$ cat src/rtl/maxpool_window_scan_if.sv
// Bus between the max-pool window sequencer and its neighbours.
//   master : drives start/datai, observes the framed element stream
//   slave  : the sequencer side (maxpool_window_scan)
// Signals:
//   start    one-cycle scan request
//   datai    flattened input map, element (r,c) at [(r*W+c)*bitwidth +: bitwidth]
//   busy     sequencer is scanning or finishing
//   pool_on  frame enable for the compare stage
//   data     current window element (zero on padding positions)
//   resu_l   output row of the current window
//   resu_c   output column of the current window
//   part_fin last element of a window
//   turn_fin one-cycle end-of-map strobe
interface maxpool_window_scan_if #(
  parameter int map_w    = 48,
  parameter int bitwidth = 3
);
  logic                start;
  logic [map_w-1:0]    datai;
  logic                busy;
  logic                pool_on;
  logic [bitwidth-1:0] data;
  logic [3:0]          resu_l;
  logic [3:0]          resu_c;
  logic                part_fin;
  logic                turn_fin;

  modport master (
    output start, datai,
    input  busy, pool_on, data, resu_l, resu_c, part_fin, turn_fin
  );

  modport slave (
    input  start, datai,
    output busy, pool_on, data, resu_l, resu_c, part_fin, turn_fin
  );
endinterface

$ cat src/rtl/maxpool_window_scan.sv
// Max-pool window sequencer.
// Captures a flattened feature map on start and streams every pooling window
// element by element (kernel column fastest, then kernel row, then output
// column, then output row), tagging each element with its output row/column.
// Out-of-map (padding) positions are emitted as zero. A one-cycle FIN state
// raises turn_fin after the last element.
// Ports:
//   clk_en   clock, rising edge
//   reset_n  synchronous active-low reset
//   bus      slave side of maxpool_window_scan_if (start/datai in, stream out)
module maxpool_window_scan #(
  parameter int datai_width   = 4,
  parameter int datai_height  = 4,
  parameter int kernel_width  = 2,
  parameter int kernel_height = 2,
  parameter int stride        = 2,
  parameter int padding_en    = 0,
  parameter int padding       = 0,
  parameter int datao_width   = ((datai_width - kernel_width
                                  + 2 * ((padding_en != 0) ? padding : 0)) / stride) + 1,
  parameter int datao_height  = ((datai_height - kernel_height
                                  + 2 * ((padding_en != 0) ? padding : 0)) / stride) + 1,
  parameter int bitwidth      = 3
) (
  input logic                   clk_en,
  input logic                   reset_n,
  maxpool_window_scan_if.slave  bus
);

  localparam int P     = (padding_en != 0) ? padding : 0;
  localparam int MAP_W = datai_width * datai_height * bitwidth;

  typedef enum logic [1:0] {IDLE, SCAN, FIN} state_t;

  state_t               state_q, state_n;
  logic [MAP_W-1:0]     map_q, map_n;
  // Cursor: the element that will be emitted at the next edge.
  logic [3:0]           ol_q, oc_q, ol_n, oc_n;
  logic [4:0]           kr_q, kc_q, kr_n, kc_n;

  logic                 busy_q, pool_on_q, part_fin_q, turn_fin_q;
  logic                 busy_n, pool_on_n, part_fin_n, turn_fin_n;
  logic [bitwidth-1:0]  data_q, data_n;
  logic [3:0]           resu_l_q, resu_c_q, resu_l_n, resu_c_n;

  logic [3:0]           ol_c, oc_c;
  logic [4:0]           kr_c, kc_c;
  logic [MAP_W-1:0]     src_c;
  logic                 last_emitted;

  // Fetch the element at window position (ol,oc,kr,kc); positions that fall
  // into the padding ring read as zero. Signed 16-bit coordinates cover
  // -P .. 15*stride+kernel-1 without wrap.
  function automatic logic [bitwidth-1:0] pad_fetch(
    input logic [MAP_W-1:0] map,
    input logic [3:0]       ol,
    input logic [3:0]       oc,
    input logic [4:0]       kr,
    input logic [4:0]       kc
  );
    logic signed [15:0] r;
    logic signed [15:0] c;
    logic [MAP_W-1:0]   sh;
    int                 idx;
    r = signed'(16'(ol) * 16'(stride) + 16'(kr) - 16'(P));
    c = signed'(16'(oc) * 16'(stride) + 16'(kc) - 16'(P));
    if (r < 16'sd0 || r > $signed(16'(datai_height - 1)) ||
        c < 16'sd0 || c > $signed(16'(datai_width - 1))) begin
      return '0;
    end
    idx = int'(r) * datai_width + int'(c);
    sh  = map >> (idx * bitwidth);
    return sh[bitwidth-1:0];
  endfunction

  always_ff @(posedge clk_en) begin
    if (!reset_n) begin
      state_q    <= IDLE;
      ol_q       <= '0;
      oc_q       <= '0;
      kr_q       <= '0;
      kc_q       <= '0;
      busy_q     <= 1'b0;
      pool_on_q  <= 1'b0;
      part_fin_q <= 1'b0;
      turn_fin_q <= 1'b0;
      data_q     <= '0;
      resu_l_q   <= '0;
      resu_c_q   <= '0;
    end else begin
      state_q    <= state_n;
      ol_q       <= ol_n;
      oc_q       <= oc_n;
      kr_q       <= kr_n;
      kc_q       <= kc_n;
      busy_q     <= busy_n;
      pool_on_q  <= pool_on_n;
      part_fin_q <= part_fin_n;
      turn_fin_q <= turn_fin_n;
      data_q     <= data_n;
      resu_l_q   <= resu_l_n;
      resu_c_q   <= resu_c_n;
    end
  end

  // The captured map is pure data and carries no reset.
  always_ff @(posedge clk_en) begin
    map_q <= map_n;
  end

  always_comb begin
    state_n    = state_q;
    map_n      = map_q;
    ol_n       = ol_q;
    oc_n       = oc_q;
    kr_n       = kr_q;
    kc_n       = kc_q;
    busy_n     = 1'b0;
    pool_on_n  = 1'b0;
    part_fin_n = 1'b0;
    turn_fin_n = 1'b0;
    data_n     = '0;
    resu_l_n   = '0;
    resu_c_n   = '0;

    // On the accepting edge in IDLE the first element comes straight from
    // datai at cursor origin, since map_q is only being loaded on that edge.
    if (state_q == IDLE) begin
      ol_c  = '0;
      oc_c  = '0;
      kr_c  = '0;
      kc_c  = '0;
      src_c = bus.datai;
    end else begin
      ol_c  = ol_q;
      oc_c  = oc_q;
      kr_c  = kr_q;
      kc_c  = kc_q;
      src_c = map_q;
    end

    last_emitted = part_fin_q &&
                   (resu_l_q == 4'(datao_height - 1)) &&
                   (resu_c_q == 4'(datao_width - 1));

    case (state_q)
      IDLE: begin
        if (bus.start) begin
          map_n   = bus.datai;
          state_n = SCAN;
        end
      end
      SCAN: begin
        if (last_emitted) begin
          state_n    = FIN;
          turn_fin_n = 1'b1;
          pool_on_n  = 1'b1;
          busy_n     = 1'b1;
          resu_l_n   = resu_l_q;
          resu_c_n   = resu_c_q;
        end
      end
      FIN: begin
        state_n = IDLE;
      end
      default: begin
        state_n = IDLE;
      end
    endcase

    // Emit the cursor element and advance the nested counters.
    if ((state_q == IDLE && bus.start) || (state_q == SCAN && !last_emitted)) begin
      busy_n     = 1'b1;
      pool_on_n  = 1'b1;
      resu_l_n   = ol_c;
      resu_c_n   = oc_c;
      data_n     = pad_fetch(src_c, ol_c, oc_c, kr_c, kc_c);
      part_fin_n = (kr_c == 5'(kernel_height - 1)) && (kc_c == 5'(kernel_width - 1));
      ol_n = ol_c;
      oc_n = oc_c;
      kr_n = kr_c;
      kc_n = kc_c + 5'd1;
      if (kc_c == 5'(kernel_width - 1)) begin
        kc_n = '0;
        kr_n = kr_c + 5'd1;
        if (kr_c == 5'(kernel_height - 1)) begin
          kr_n = '0;
          oc_n = oc_c + 4'd1;
          if (oc_c == 4'(datao_width - 1)) begin
            oc_n = '0;
            ol_n = ol_c + 4'd1;
          end
        end
      end
    end
  end

  assign bus.busy     = busy_q;
  assign bus.pool_on  = pool_on_q;
  assign bus.data     = data_q;
  assign bus.resu_l   = resu_l_q;
  assign bus.resu_c   = resu_c_q;
  assign bus.part_fin = part_fin_q;
  assign bus.turn_fin = turn_fin_q;

endmodule

$ cat src/flat_wrapper.sv
// flat-port wrapper written by rule: the top's interface ports become plain ports
module maxpool_window_scan_flat 
#(
  parameter int datai_width   = 4,
  parameter int datai_height  = 4,
  parameter int kernel_width  = 2,
  parameter int kernel_height = 2,
  parameter int stride        = 2,
  parameter int padding_en    = 0,
  parameter int padding       = 0,
  parameter int datao_width   = ((datai_width - kernel_width
                                  + 2 * ((padding_en != 0) ? padding : 0)) / stride) + 1,
  parameter int datao_height  = ((datai_height - kernel_height
                                  + 2 * ((padding_en != 0) ? padding : 0)) / stride) + 1,
  parameter int bitwidth      = 3
)
  (clk_en, reset_n, bus_start, bus_datai, bus_busy, bus_pool_on, bus_data, bus_resu_l, bus_resu_c, bus_part_fin, bus_turn_fin);
  maxpool_window_scan_if #(.map_w(48), .bitwidth(bitwidth)) bus_i ();
  input logic clk_en;
  input logic reset_n;
  input wire logic [$bits(bus_i.start)-1:0] bus_start;
  input wire logic [$bits(bus_i.datai)-1:0] bus_datai;
  output wire logic [$bits(bus_i.busy)-1:0] bus_busy;
  output wire logic [$bits(bus_i.pool_on)-1:0] bus_pool_on;
  output wire logic [$bits(bus_i.data)-1:0] bus_data;
  output wire logic [$bits(bus_i.resu_l)-1:0] bus_resu_l;
  output wire logic [$bits(bus_i.resu_c)-1:0] bus_resu_c;
  output wire logic [$bits(bus_i.part_fin)-1:0] bus_part_fin;
  output wire logic [$bits(bus_i.turn_fin)-1:0] bus_turn_fin;
  assign bus_i.start = bus_start;
  assign bus_i.datai = bus_datai;
  assign bus_busy = bus_i.busy;
  assign bus_pool_on = bus_i.pool_on;
  assign bus_data = bus_i.data;
  assign bus_resu_l = bus_i.resu_l;
  assign bus_resu_c = bus_i.resu_c;
  assign bus_part_fin = bus_i.part_fin;
  assign bus_turn_fin = bus_i.turn_fin;
  maxpool_window_scan #(.datai_width(datai_width), .datai_height(datai_height), .kernel_width(kernel_width), .kernel_height(kernel_height), .stride(stride), .padding_en(padding_en), .padding(padding), .datao_width(datao_width), .datao_height(datao_height), .bitwidth(bitwidth)) u_core (.clk_en(clk_en), .reset_n(reset_n), .bus(bus_i));
endmodule
$ cat config.mk
export PLATFORM = sky130hd
export DESIGN_NAME = maxpool_window_scan_flat
export DESIGN_NICKNAME = d
export VERILOG_FILES = /design/src/rtl/maxpool_window_scan_if.sv /design/src/rtl/maxpool_window_scan.sv /design/src/flat_wrapper.sv
export SDC_FILE = /design/constraint.sdc
export NUM_CORES = 1
export LEC_CHECK = 0
export BUFFER_PORTS_ARGS = -buffer_cell sky130_fd_sc_hd__buf_2
export CORE_MARGIN = 5
export CORE_UTILIZATION = 39
export CTS_CLUSTER_SIZE = 8
export DETAILED_ROUTE_END_ITERATION = 16
export PLACE_DENSITY_LB_ADDON = 0.2
export SLEW_MARGIN = 30
export SYNTH_ARGS = -nofsm -noshare
export SYNTH_HDL_FRONTEND = slang
export SYNTH_SLANG_ARGS = --single-unit
$ cat constraint.sdc
create_clock -name clk_en -period 16.74 [get_ports clk_en]
set_input_delay 1.674 -clock clk_en [delete_from_list [all_inputs] [get_ports clk_en]]
set_output_delay 1.674 -clock clk_en [all_outputs]
set_load 0.02 [all_outputs]
# Word level (Yosys, flattened, before mapping)

Cells that the tools add are included.

Bits in registers: 82
Logic and storage cells: 76
Output and inout bits: 15

$mul: 1
Add/subtract/negate cells: 7
Reduce and logical (&&, ||, !) cells: 14
Muxes and demuxes: 28
Shifts and indexed selects: 1
Magnitude comparators: 4
Equality and inequality tests: 9

Operators by type and width:

| kind                                                           | count |
|---|---|
| 2-to-1 mux 4 bit                                               | 12 |
| 2-to-1 mux 48 bit                                              | 1 |
| >> shifter 48 x 32 -> 3 bit                                    | 1 |
| greater-than comparator 16 x 3 -> 1 bit, second input constant | 2 |
| < comparator 16 x 1 -> 1 bit, second input constant            | 2 |
| multiplier 32 x 3 -> 32 bit, second input constant             | 1 |
| 2-to-1 mux 5 bit                                               | 5 |
| adder 18 x 16 -> 19 bit                                        | 1 |
| adder 5 x 5 -> 6 bit                                           | 2 |
| == test 4 x 1 -> 1 bit, second input constant                  | 3 |
| adder 5 x 1 -> 5 bit, second input constant                    | 2 |
| == test 5 x 1 -> 1 bit, second input constant                  | 2 |
| adder 4 x 1 -> 4 bit, second input constant                    | 2 |
| 2-to-1 mux 3 bit                                               | 2 |
| AND reduction 2 bit                                            | 3 |
| logical AND 1 bit                                              | 5 |
| 2-to-1 mux 1 bit                                               | 5 |
| logical OR 1 bit                                               | 4 |
| 2-to-1 mux 2 bit                                               | 2 |
| one-hot mux 2 bit (2 select lines)                             | 1 |
| inequality test 3 bit, second input constant                   | 1 |
| == test 2 x 1 -> 1 bit, second input constant                  | 1 |
| logical NOT 2 bit                                              | 1 |
| inequality test 2 x 1 -> 1 bit, second input constant          | 1 |
| 2 further kinds                                                | 2 |

# Logic depth before layout (Yosys ltp)

Depth after elaboration: 10
Depth in mapped cells: 29
Gate-level depth less buffers: 25

# Least setup slack after synthesis

OpenSTA, ideal clock, no wires.

Path type: register to register
Start: register u_core.state_q[0]
End: register u_core.data_q[2], in the netlist u_core.bus.data[2]
Arrival: 5.663 ns
Cell stages (with the launch flop): 25
Setup slack: 11.003 ns
Path through: dfxtp_1 > or2_1 > buf_6 > buf_2 > buf_1 > clkbuf_1 > and2_1 > ha_1 > maj3_1 > maj3_1 > nand2_1 > xnor2_1 > ha_1 > a21oi_1 > nor2b_1 > o21a_1 > xor2_1 > inv_1 > ha_1 > ha_1 > or4_1 > or4_1 > buf_2 > or4_1 > a31oi_1

Word-level cells in the longest chain between the ends: 10

Ends and longest elaborated chain:

| item                                                                 | RTL line                   | text |
|---|---|---|
| from (decl)                                                          | maxpool_window_scan.sv:35  | `state_t state_q, state_n;` |
| from (signal assigned)                                               | maxpool_window_scan.sv:91  | `state_q <= state_n;` |
| branches (longest 10 deep; another with multiplier 32 x 3 -> 32 bit) | --                         |  |
| to (signal assigned)                                                 | maxpool_window_scan.sv:100 | `data_q <= data_n;` |
| to (decl)                                                            | maxpool_window_scan.sv:43  | `logic [bitwidth-1:0] data_q, data_n;` |

Several ways; the timed one is not identified. The select of a mux whose other input is x is not followed.
A chain may end at the register's enable or synchronous reset.

# Worst setup path in the final report

Start: register u_core.state_q[0]
End: register u_core.data_q[0], in the netlist u_core.bus.data[0]

Same word-level chain as after synthesis.

==> results.cfg <==
[status]
status = complete, no violations

[synthesis]
syn-instance-count = 552
synth_edf_count = 48
yosys_warnings = 0
synth_flop_cell = edfxtp_1
synth_cell_types = 61
async_flop_share_pct = 0
synth_area_per_cell_um2 = 9.740
yosysSeqAreaShare_pct = 39.47
synth_nets = 638
synth_seq_cells = 82
synth_area_um2 = 5376

[die]
io_pins = 66
dieWidth_um = 127.4
dieArea_um2 = 16230
die_height_um = 127.4
coreArea_um2 = 13720
floorplan.initialDensity_pct = 39.19
row_count = 43

[place]
hpwlAfterDp_um = 10200
dp_cells = 766
port_buffers = 65
place.gp.congestion = 0.8516

[setup_path]
crit_type = register to register
r2r-end = u_core.bus.data[0]$_SDFF_PP0_
cpMostUsedCell = inv_1
slowest_delay_ps = 1010
crit_chain = or2_2 -> nand2_1 -> inv_1 -> ha_1 -> ha_1 -> a21o_1 -> a31o_2 -> fa_1 -> inv_1 -> ha_1 -> inv_1 -> fa_1 -> inv_1 -> mux4_2 -> mux2i_1 -> a2111oi_0 -> o211ai_1 -> a21oi_1
r2r-start = u_core.state_q[0]$_SDFFE_PN0P_
worstPathArrival_ps = 6020
required_ps = 17010
endpoint_kind = register
startpoint = u_core.state_q[0]$_SDFFE_PN0P_
reg2regPathDepth = 18
cp_max_fo = 19
cp_slowest_cell = fa_1
worst_setup_path_start_kind = register
r2r_slack_ps = 10990

[global_routing]
grt_max_degree = 75
grt_overflow_total = 0
grt_pass1_wl_um = 22490
antenna_found_initial = 0
track_usage_pct = 17.46
grt_pass1_vias = 4373

[detailed_routing]
vias = 4384
via_per_inst = 5.606
drc = 0
antenna_left = 0
first_pass_iters = 5
wl_um = 14010
drtIter0Drc = 317
routedWlPerCell_um = 17.91

[timing]
fin_setup_tns_ps = 0
fin_crit_ps = 5751
worst_pin_slew_ps = 759.8
fmax_ghz = 0.1739
final_hold_viol_count = 0
finalClockSkew_ps = 7.559
rsz0062_at_grt = false
timing.slew.headroom_pct = 49.35
period_share_pct = 34.35
setup_violations = 0
final-max-slew-violation-count = 0

[clock_network]
clkTransAtPathRegs_ps = 60
cts_repair_resize_count = 0
cts_root_buffer = clkbuf_16
cts_buffers = 9
cts_setup_buffers = 0
cts.sinks = 82
h-tree-depth = 3
clk_latency_ps = 350
hold_buffers = 0
cts_tree = done
ctsLongestPathBuffers = 2

[layout]
final_cell_mix = 65 x buf_2, 48 x edfxtp_1, 42 x nor2_1
n_antenna_cell = 0
syn_to_final_growth_pct = 13.45
finalNonFillerCells = 782
nets = 683
layout_commonest_cell = buf_2
drive_above_1_share_pct = 19.27

[power]
leakagePower_nw = 2.586
fin_total_pwr_mw = 0.4979
irDropWorstVdd_uv = 42.58
power_density_nw_per_um2 = 81.63

[hold_path]
hold_start = u_core.ol_q[3]$_SDFFE_PN0N_
hold_path_depth = 2
hold_end = u_core.ol_q[3]$_SDFFE_PN0N_
hold_class = register to register

[run]
maxCapViolations = 0
cell families after synthesis:
| group | count (synthesis) | synth area share (%) |
|---|---|---|
| muxes | 54 | 12.01 |
| buffers and inverters | 61 | 4.864 |
| xor gates and xnor gates | 18 | 2.932 |
| adders and majority gates | 38 | 9.123 |
| DFF | 82 | 39.47 |
| and+or+nand+nor | 159 | 14.57 |
| AOI/OAI and AO/OA | 140 | 17.04 |
worst max path at each step:
stage | endpoint | slack, ps | cells after the start
global placement | u_core.bus.data[0]$_SDFF_PP0_ | 11080 | 18
global route | u_core.bus.data[0]$_SDFF_PP0_ | 10550 | 18
CTS | u_core.bus.data[0]$_SDFF_PP0_ | 10970 | 18
finish | u_core.bus.data[0]$_SDFF_PP0_ | 10990 | 18
detailed placement | u_core.bus.data[0]$_SDFF_PP0_ | 11020 | 18
floorplan | u_core.bus.data[2]$_SDFF_PP0_ | 11000 | 24
state kept, by name (all words and copies together) (netlist names), 3 cells and up:
name               cells
u_core.kc_q            5
u_core.bus.resu_c      4
u_core.map_q          48
u_core.kr_q            5
u_core.ol_q            4
u_core.bus.data        3
u_core.bus.resu_l      4
u_core.oc_q            4
layer usage:
metal  share of wire [%]  vias up  global-route usage (%)  wire [um]
li1                    -     2137                       -          -
met1                  42     2086                   21.72       5859
met2                  50      124                   29.02       7029
met3                 4.8       37                   3.554        669
met4                 3.2        0                   8.202        450
met5                   0        -                       0          0
cell usage after synthesis (all sizes together), types with 9 or more instances:
master | number | area share (%)
edfxtp | 48 | 27
nor2 | 43 | 3.0
nand2 | 38 | 2.7
a21oi | 37 | 3.4
o21ai | 35 | 3.3
dfxtp | 34 | 13
mux2i | 33 | 6.1
ha | 32 | 7.4
inv | 23 | 1.6
buf | 21 | 2.1
a211oi | 14 | 2.0
and2 | 14 | 1.6
clkbuf | 14 | 0.98
mux2 | 14 | 2.9
xnor2 | 13 | 2.1
nor3 | 12 | 1.1
nand3 | 10 | 0.93
nor2b | 10 | 1.2
a21o | 9 | 1.3
power by group:
part | internal (mW) | total [mW] | switching (mW)
registers | 0.223 | 0.228 | 0.00458
logic | 0.0287 | 0.0715 | 0.0428
clock network | 0.117 | 0.199 | 0.0817
metrics by stage:
| stage | utilization, % | area [um^2] | hold slack (ps) | setup WS (ps) |
|---|---|---|---|---|
| 3_5_place_dp | 42.27 | 5799 | 453.7 | 11020 |
| 4_1_cts | 44.46 | 6100 | 461.9 | 10970 |
| 2_1_floorplan | - | 5376 | 438.9 | 11000 |
| 5_1_grt | 44.46 | 6100 | 489.3 | 10550 |
| 6_report | 44.46 | 6100 | 461.9 | 10990 |
| 3_3_place_gp | 42.25 | 5797 | 451.0 | 11080 |
cell type report:
class | count | area (um^2)
Sequential cell | 82 | 2123
Tap cell | 180 | 225.2
Clock inverter | 4 | 22.52
Inverter | 26 | 100.1
Multi-Input combinational cell | 409 | 2995
Clock buffer | 12 | 277.8
Fill cell | 1354 | 7620
Timing Repair Buffer | 69 | 355.3
worst max-delay path: cells and delay by family, from the launching register on:
kind | cells | cell delay [ps]
fa+ha+maj | 5 | 2270
mux | 2 | 610
flops | 1 | 370
compound gates | 5 | 1160
simple gates | 2 | 580
buf+inv | 4 | 680
Note: power is estimated with default switching activity, not from simulation.
